`config.mk`:
```
export PLATFORM = sky130hd
export DESIGN_NAME = seq_detect_ctrl
export DESIGN_NICKNAME = d
export VERILOG_FILES = /design/src/rtl/seq_det_pkg.sv /design/src/rtl/seq_pattern_matcher.sv /design/src/rtl/seq_detect_ctrl.sv
export SDC_FILE = /design/constraint.sdc
export NUM_CORES = 1
export LEC_CHECK = 0
export CAP_MARGIN = 10
export CORE_ASPECT_RATIO = 0.75
export CORE_MARGIN = 5
export CORE_UTILIZATION = 31
export CTS_CLUSTER_DIAMETER = 40
export DETAILED_ROUTE_END_ITERATION = 8
export PLACE_DENSITY = 0.49
export RECOVER_POWER = 25
export SLEW_MARGIN = 25
export SYNTH_ARGS = -nofsm -noshare
export SYNTH_HDL_FRONTEND = slang
export SYNTH_SLANG_ARGS = --single-unit
export TNS_END_PERCENT = 50
```
`constraint.sdc`:
```
create_clock -name clk -period 3.9 [get_ports clk]
set_input_delay 0.975 -clock clk [delete_from_list [all_inputs] [get_ports clk]]
set_output_delay 0.975 -clock clk [all_outputs]
set_load 0.02 [all_outputs]
```
`src/rtl/seq_det_pkg.sv`:
```
`default_nettype none
// ============================================================================
// Module   : seq_det_pkg
// Brief    : Shared types and reset constants for the serial sequence detector
// Revision : 1.0 - initial release
// ============================================================================
package seq_det_pkg;

    // Width of the cfg_len field
    localparam int CFG_LEN_W = 4;

    // Configuration loaded by reset
    localparam logic [3:0]           RST_PATTERN = 4'b0101;
    localparam logic [CFG_LEN_W-1:0] RST_LEN     = 4'd4;

    // Controller FSM states
    typedef enum logic [0:0] {
        ST_IDLE  = 1'b0,
        ST_SHIFT = 1'b1
    } state_t;

    // Lengths beyond the history depth compare the whole history instead
    function automatic logic [CFG_LEN_W-1:0] clamp_len(input logic [CFG_LEN_W-1:0] len,
                                                       input int max_len);
        if (int'(len) > max_len) begin
            return CFG_LEN_W'(max_len);
        end
        return len;
    endfunction

endpackage
`default_nettype wire

```
`src/rtl/seq_pattern_matcher.sv`:
```
`default_nettype none
// ============================================================================
// Module   : seq_pattern_matcher
// Brief    : Bit history shift register, valid-bit counter and masked compare
// Revision : 1.0 - initial release
// ============================================================================
module seq_pattern_matcher
    import seq_det_pkg::*;
#(
    parameter int PAT_MAX = 8
) (
    input  logic                 clk,
    input  logic                 rst,
    input  logic                 bit_valid,
    input  logic                 bit_in,
    input  logic [PAT_MAX-1:0]   pattern,
    input  logic [CFG_LEN_W-1:0] len,
    input  logic                 clear,
    output logic                 match,
    output logic                 match_next
);

    localparam int VCNT_W = $clog2(PAT_MAX + 1);

    logic [PAT_MAX-1:0] hist_q;
    logic [PAT_MAX-1:0] hist_d;
    logic [VCNT_W-1:0]  vcnt_q;
    logic [VCNT_W-1:0]  vcnt_d;
    logic [PAT_MAX-1:0] mask;
    logic               hit;
    logic               match_q;

    // Next history (newest bit at [0]) and compare against the post-push window
    always_comb begin
        hist_d = hist_q;
        vcnt_d = vcnt_q;
        mask   = '0;
        if (bit_valid) begin
            hist_d = {hist_q[PAT_MAX-2:0], bit_in};
            if (vcnt_q != VCNT_W'(PAT_MAX)) begin
                vcnt_d = vcnt_q + 1'b1;
            end
        end
        for (int i = 0; i < PAT_MAX; i++) begin
            mask[i] = (i < int'(len));
        end
        hit = bit_valid && (len != '0) && (int'(vcnt_d) >= int'(len)) &&
              (((hist_d ^ pattern) & mask) == '0);
    end

    // History, fill level and registered match; clear restarts the fill count
    always_ff @(posedge clk) begin
        if (rst || clear) begin
            hist_q  <= '0;
            vcnt_q  <= '0;
            match_q <= 1'b0;
        end else begin
            hist_q  <= hist_d;
            vcnt_q  <= vcnt_d;
            match_q <= hit;
        end
    end

    assign match      = match_q;
    assign match_next = hit;

endmodule
`default_nettype wire

```
`src/rtl/seq_detect_ctrl.sv`:
```
`default_nettype none
// ============================================================================
// Module   : seq_detect_ctrl
// Brief    : Word serializer, config, match counter and sticky irq around
//            a programmable serial pattern matcher
// Revision : 1.0 - initial release
// ============================================================================
module seq_detect_ctrl
    import seq_det_pkg::*;
#(
    parameter int WORD_W  = 8,
    parameter int PAT_MAX = 8,
    parameter int CNT_W   = 16
) (
    input  logic                 clk,
    input  logic                 rst,
    input  logic                 cfg_wr,
    input  logic [PAT_MAX-1:0]   cfg_pattern,
    input  logic [CFG_LEN_W-1:0] cfg_len,
    input  logic [CNT_W-1:0]     cfg_thresh,
    output logic                 cfg_err,
    input  logic                 in_valid,
    input  logic [WORD_W-1:0]    in_data,
    output logic                 in_ready,
    output logic                 busy,
    output logic                 det_pulse,
    output logic [CNT_W-1:0]     match_cnt,
    output logic                 irq,
    input  logic                 irq_clr
);

    localparam int IDX_W = (WORD_W > 1) ? $clog2(WORD_W) : 1;

    state_t                 state_q;
    logic [WORD_W-1:0]      data_q;
    logic [IDX_W-1:0]       bit_idx_q;
    logic                   in_ready_q;
    logic                   busy_q;
    logic                   cfg_err_q;
    logic [PAT_MAX-1:0]     pattern_q;
    logic [CFG_LEN_W-1:0]   len_q;
    logic [CNT_W-1:0]       thresh_q;
    logic [CNT_W-1:0]       cnt_q;
    logic [CNT_W-1:0]       cnt_d;
    logic                   irq_q;
    logic                   irq_set;

    logic                   accept;
    logic                   cfg_ok;
    logic                   bit_valid;
    logic                   bit_in;
    logic                   match_next;

    // A config write only lands when the serializer is idle and not starting a word
    assign accept    = in_valid && in_ready_q;
    assign cfg_ok    = cfg_wr && (state_q == ST_IDLE) && !accept;
    assign bit_valid = (state_q == ST_SHIFT);
    assign bit_in    = data_q[bit_idx_q];

    // Serializer FSM: accept a word in IDLE, then push it MSB-first one bit per cycle
    always_ff @(posedge clk) begin
        if (rst) begin
            state_q    <= ST_IDLE;
            data_q     <= '0;
            bit_idx_q  <= '0;
            in_ready_q <= 1'b1;
            busy_q     <= 1'b0;
        end else begin
            case (state_q)
                ST_IDLE: begin
                    if (accept) begin
                        data_q     <= in_data;
                        bit_idx_q  <= IDX_W'(WORD_W - 1);
                        state_q    <= ST_SHIFT;
                        in_ready_q <= 1'b0;
                        busy_q     <= 1'b1;
                    end
                end
                ST_SHIFT: begin
                    if (bit_idx_q == '0) begin
                        state_q    <= ST_IDLE;
                        in_ready_q <= 1'b1;
                        busy_q     <= 1'b0;
                    end else begin
                        bit_idx_q <= bit_idx_q - 1'b1;
                    end
                end
            endcase
        end
    end

    // Configuration registers and the dropped-write error pulse
    always_ff @(posedge clk) begin
        if (rst) begin
            pattern_q <= PAT_MAX'(RST_PATTERN);
            len_q     <= RST_LEN;
            thresh_q  <= '0;
            cfg_err_q <= 1'b0;
        end else begin
            cfg_err_q <= cfg_wr && !cfg_ok;
            if (cfg_ok) begin
                pattern_q <= cfg_pattern;
                len_q     <= clamp_len(cfg_len, PAT_MAX);
                thresh_q  <= cfg_thresh;
            end
        end
    end

    // Saturating match count; irq fires when the count steps onto a non-zero threshold
    always_comb begin
        cnt_d   = cnt_q;
        irq_set = 1'b0;
        if (match_next && (cnt_q != '1)) begin
            cnt_d   = cnt_q + 1'b1;
            irq_set = (thresh_q != '0) && (cnt_d == thresh_q);
        end
    end

    // Counter and sticky irq; a set on the same edge as a clear takes priority
    always_ff @(posedge clk) begin
        if (rst) begin
            cnt_q <= '0;
            irq_q <= 1'b0;
        end else begin
            cnt_q <= cfg_ok ? '0 : cnt_d;
            irq_q <= irq_set || (irq_q && !irq_clr);
        end
    end

    seq_pattern_matcher #(
        .PAT_MAX (PAT_MAX)
    ) u_matcher (
        .clk        (clk),
        .rst        (rst),
        .bit_valid  (bit_valid),
        .bit_in     (bit_in),
        .pattern    (pattern_q),
        .len        (len_q),
        .clear      (cfg_ok),
        .match      (det_pulse),
        .match_next (match_next)
    );

    assign in_ready  = in_ready_q;
    assign busy      = busy_q;
    assign cfg_err   = cfg_err_q;
    assign match_cnt = cnt_q;
    assign irq       = irq_q;

endmodule
`default_nettype wire

```
==> metrics.md <==
| Metric | Value |
|---|---|
| Max transition margin | `17.8%` |
| Via count | `3201` |
| Most used DFF post-synth | `dfxtp_1` |
| Final Cell Area | `0.00468 mm2` |
| Seq/Total Area, Yosys | `39.8%` |
| CTS resizes | `0` |
| Post-DR wirelength/cell | `14.6 um` |
| Setup Total Neg Slack | `0 ps` |
| Seq cells post-synth | `73` |
| Reg2reg start | `bit_valid` |
| Top cells by area, synth | `dfxtp_1 (40%), nand2_1 (8.2%), a21oi_1 (5.6%), xnor2_1 (5.5%), mux2i_1 (4.6%)` |
| Remaining DRCs | `0` |
| Total CTS buffers | `9` |
| WS Path Type | `reg -> reg` |
| Max Root-Sink Buffers | `2` |
| Die footprint | `0.0141 mm2` |
| Gpl congestion | `0.849` |
| Routed WL | `9680 um` |
| Row count | `34` |
| Yosys warns | `0` |
| Status | `complete, no violations` |
| Power Density | `384 mW/mm2` |
| Area Overhead vs Synth | `27.6%` |
| ANT nets after route | `0` |
| Fillers | `1186` |
| Fmax | `0.305 GHz` |
| Post-CTS Setup Bufs | `0` |
| Total Nets Final | `551` |
| Period utilisation layout | `84.0%` |
| RSZ-0062 raised after global routing | `false` |
| Min cycle time layout | `3280 ps` |
| Synth area leader | `dfxtp_1` |
| Slack of the worst reg-to-reg path | `620 ps` |
| Most common cell after layout, fill and taps aside | `nand2_1` |
| Largest net degree at the start of global routing | `30` |
| Metal-1 WL | `5250 um` |
| Min-delay worst type | `reg -> reg` |
| Layout Skew | `5.31 ps` |
| Syn Nets | `495` |
| CP arrival | `3540 ps` |
| Hold endpoint | `irq` |
| Post-synth top area share | `39.8%` |
| CP Capture Type | `flop` |
| Met2 WL | `3700 um` |
| Mapped Area | `0.00367 mm2` |
| Vias per cell | `4.81` |
| First-pass GRT wire length | `16000 um` |
| Syn_area_per_cell | `8.24 um2` |
| TritonCTS sink count | `73` |
| Latest clock arrival within the worst-skew pair | `330 ps` |
| Initial antenna violation count | `0` |
| CP startpoint kind | `flop` |
| TritonCTS clock tree | `yes` |
| Hold Crit Start | `irq` |
| RR Endpoint | `match_cnt[5]` |
| Maximum vdd drop | `0.192 mV` |
| Most frequent cells in the layout | `nand2_1 (80), dfxtp_1 (73), clkdlybuf4s50_1 (55), a21oi_1 (41), nor2_1 (40)` |
| Cells after Synth | `445` |
| Drt initial violations | `184` |
| Drt pass-1 iters | `4` |
| CTS HTree Levels | `3` |
| Final setup fails | `0` |
| Maximum fanout along the worst path | `18` |
| # IOs | `62` |
| WHS Path Cells | `2` |
| Area occupied by multi-input gates | `0.00207 mm2` |
| Tightest Pin Transition | `1230 ps` |
| Final Hold Vio Count | `0` |
| Vias in the first global route | `3033` |
| ANT cells | `0` |
| Worst EP required | `4160 ps` |
| Ys async rst share | `0%` |
| Clk slew on worst S/H paths | `60 ps` |
| Total core area | `0.0116 mm2` |
| Ratio of cells with drive above 1 in the final layout | `5.96%` |
| Die Ht | `104 um` |
| Post-DP Area | `0.00444 mm2` |
| Post-cts hold buffer count | `0` |
| Starting density of the core | `31.7%` |
| Die width | `136 um` |
| Synth unique cells | `50` |
| Total power | `1.80 mW` |
| HPWL Detailed | `7310 um` |
| Max-cap violations | `0` |
| # port buffers | `61` |
| Reg2Reg Depth | `11` |
| Global route overflow | `0` |
| Reg area | `0.00146 mm2` |
| Post-synth EDFFs | `0` |
| Clk root buf | `clkbuf_16` |
| Max Transition Viols Final | `0` |
| Leak Pwr | `1.68 nW` |
| Uppermost layer routed | `met4` |
| Metal3 WL | `628 um` |
| Overall routing resource usage | `14.2%` |
## layer usage
metal	track usage, %	vias up
met2	19.0	71
met5	0	-
met4	3.88	0
met1	22.0	1469
li1	-	1653
met3	3.87	8
## flip-flops by register name, indices dropped and copies added (netlist names)
signal / cells
u_matcher.hist_q: 8
u_matcher.match: 1
u_matcher.vcnt_q: 4
thresh_q: 16
match_cnt: 16
cfg_err: 1
irq: 1
pattern_q: 8
bit_idx_q: 3
in_ready: 1
data_q: 8
bit_valid: 1
len_q: 4
busy: 1
## worst max-delay path by stage
stage                     cells after the start                 from  slack, ps            to
after global placement                       11            bit_valid        740  match_cnt[5]
after global routing                         11            bit_valid        300  match_cnt[9]
after floorplan                              13            bit_valid        840  match_cnt[5]
after CTS                                    11            bit_valid        610  match_cnt[5]
after detailed placement                     13  u_matcher.vcnt_q[0]        610  match_cnt[5]
final                                        11            bit_valid        620  match_cnt[5]
## logic make-up after synthesis
logic type,count (synthesis),share of synthesized area (%)
and+or+nand+nor,194,25.1
AOI/OAI and AO/OA,82,13.5
DFF,73,39.8
buffers and inverters,33,3.65
xor gates and xnor gates,32,7.64
muxes,22,7.23
adders and majority gates,9,3.07
## cell type report
cell class / count / area share (%)
clock inverters: 1 / 0.107
flip-flops and latches: 73 / 31.2
well taps: 162 / 4.33
inverters: 10 / 0.802
repair buffers: 68 / 14.0
clock buffers: 12 / 5.26
multi-input cells: 339 / 44.3
## synth_stat cells (2+ instances only)
cell type	number
nand2_1	80
dfxtp_1	73
a21oi_1	41
nor2_1	40
xnor2_1	23
clkbuf_1	17
mux2i_1	17
nand3_1	14
o21ai_0	13
inv_1	10
ha_1	9
xor2_1	9
nand2b_1	8
nor3_1	8
or3_1	6
and2_1	5
nor4_1	5
nand3b_1	4
nand4_1	4
o21ai_1	4
or4_1	4
a211oi_1	3
a311oi_1	3
a31o_2	3
and3_1	3
buf_1	3
nor2b_1	3
nor3b_1	3
a2111oi_0	2
a31oi_1	2
buf_2	2
mux2i_2	2
mux4_2	2
nor4_2	2
o311ai_0	2
or2_2	2
## critical path: stages, from the launching register on
cell and delay, ps:
dfxtp_1 490, buf_4 280, nand3_1 80, o21ai_0 230, ha_1 220, o21a_1 110, o21ai_0 80, nor3_1 180
o211ai_2 150, or4_1 750, or4_1 550, o21ai_1 80
## where the power goes
part | leakage, nW | internal [mW] | switching, mW
Clock | 0.124 | 0.436 | 0.289
Combinational | 0.960 | 0.126 | 0.125
Sequential | 0.595 | 0.784 | 0.0404
Total | 1.68 | 1.35 | 0.454
## through the flow
stage	worst slack (ps)	std cells	utilization [%]	hold WS [ps]
finish	625	665	40.5	453
global route	297	665	40.5	490
CTS	606	665	40.5	462
detailed placement	613	652	38.4	455
global placement	738	652	38.4	454
floorplan	841	445	-	448
Note: power is estimated with default switching activity, not from simulation.
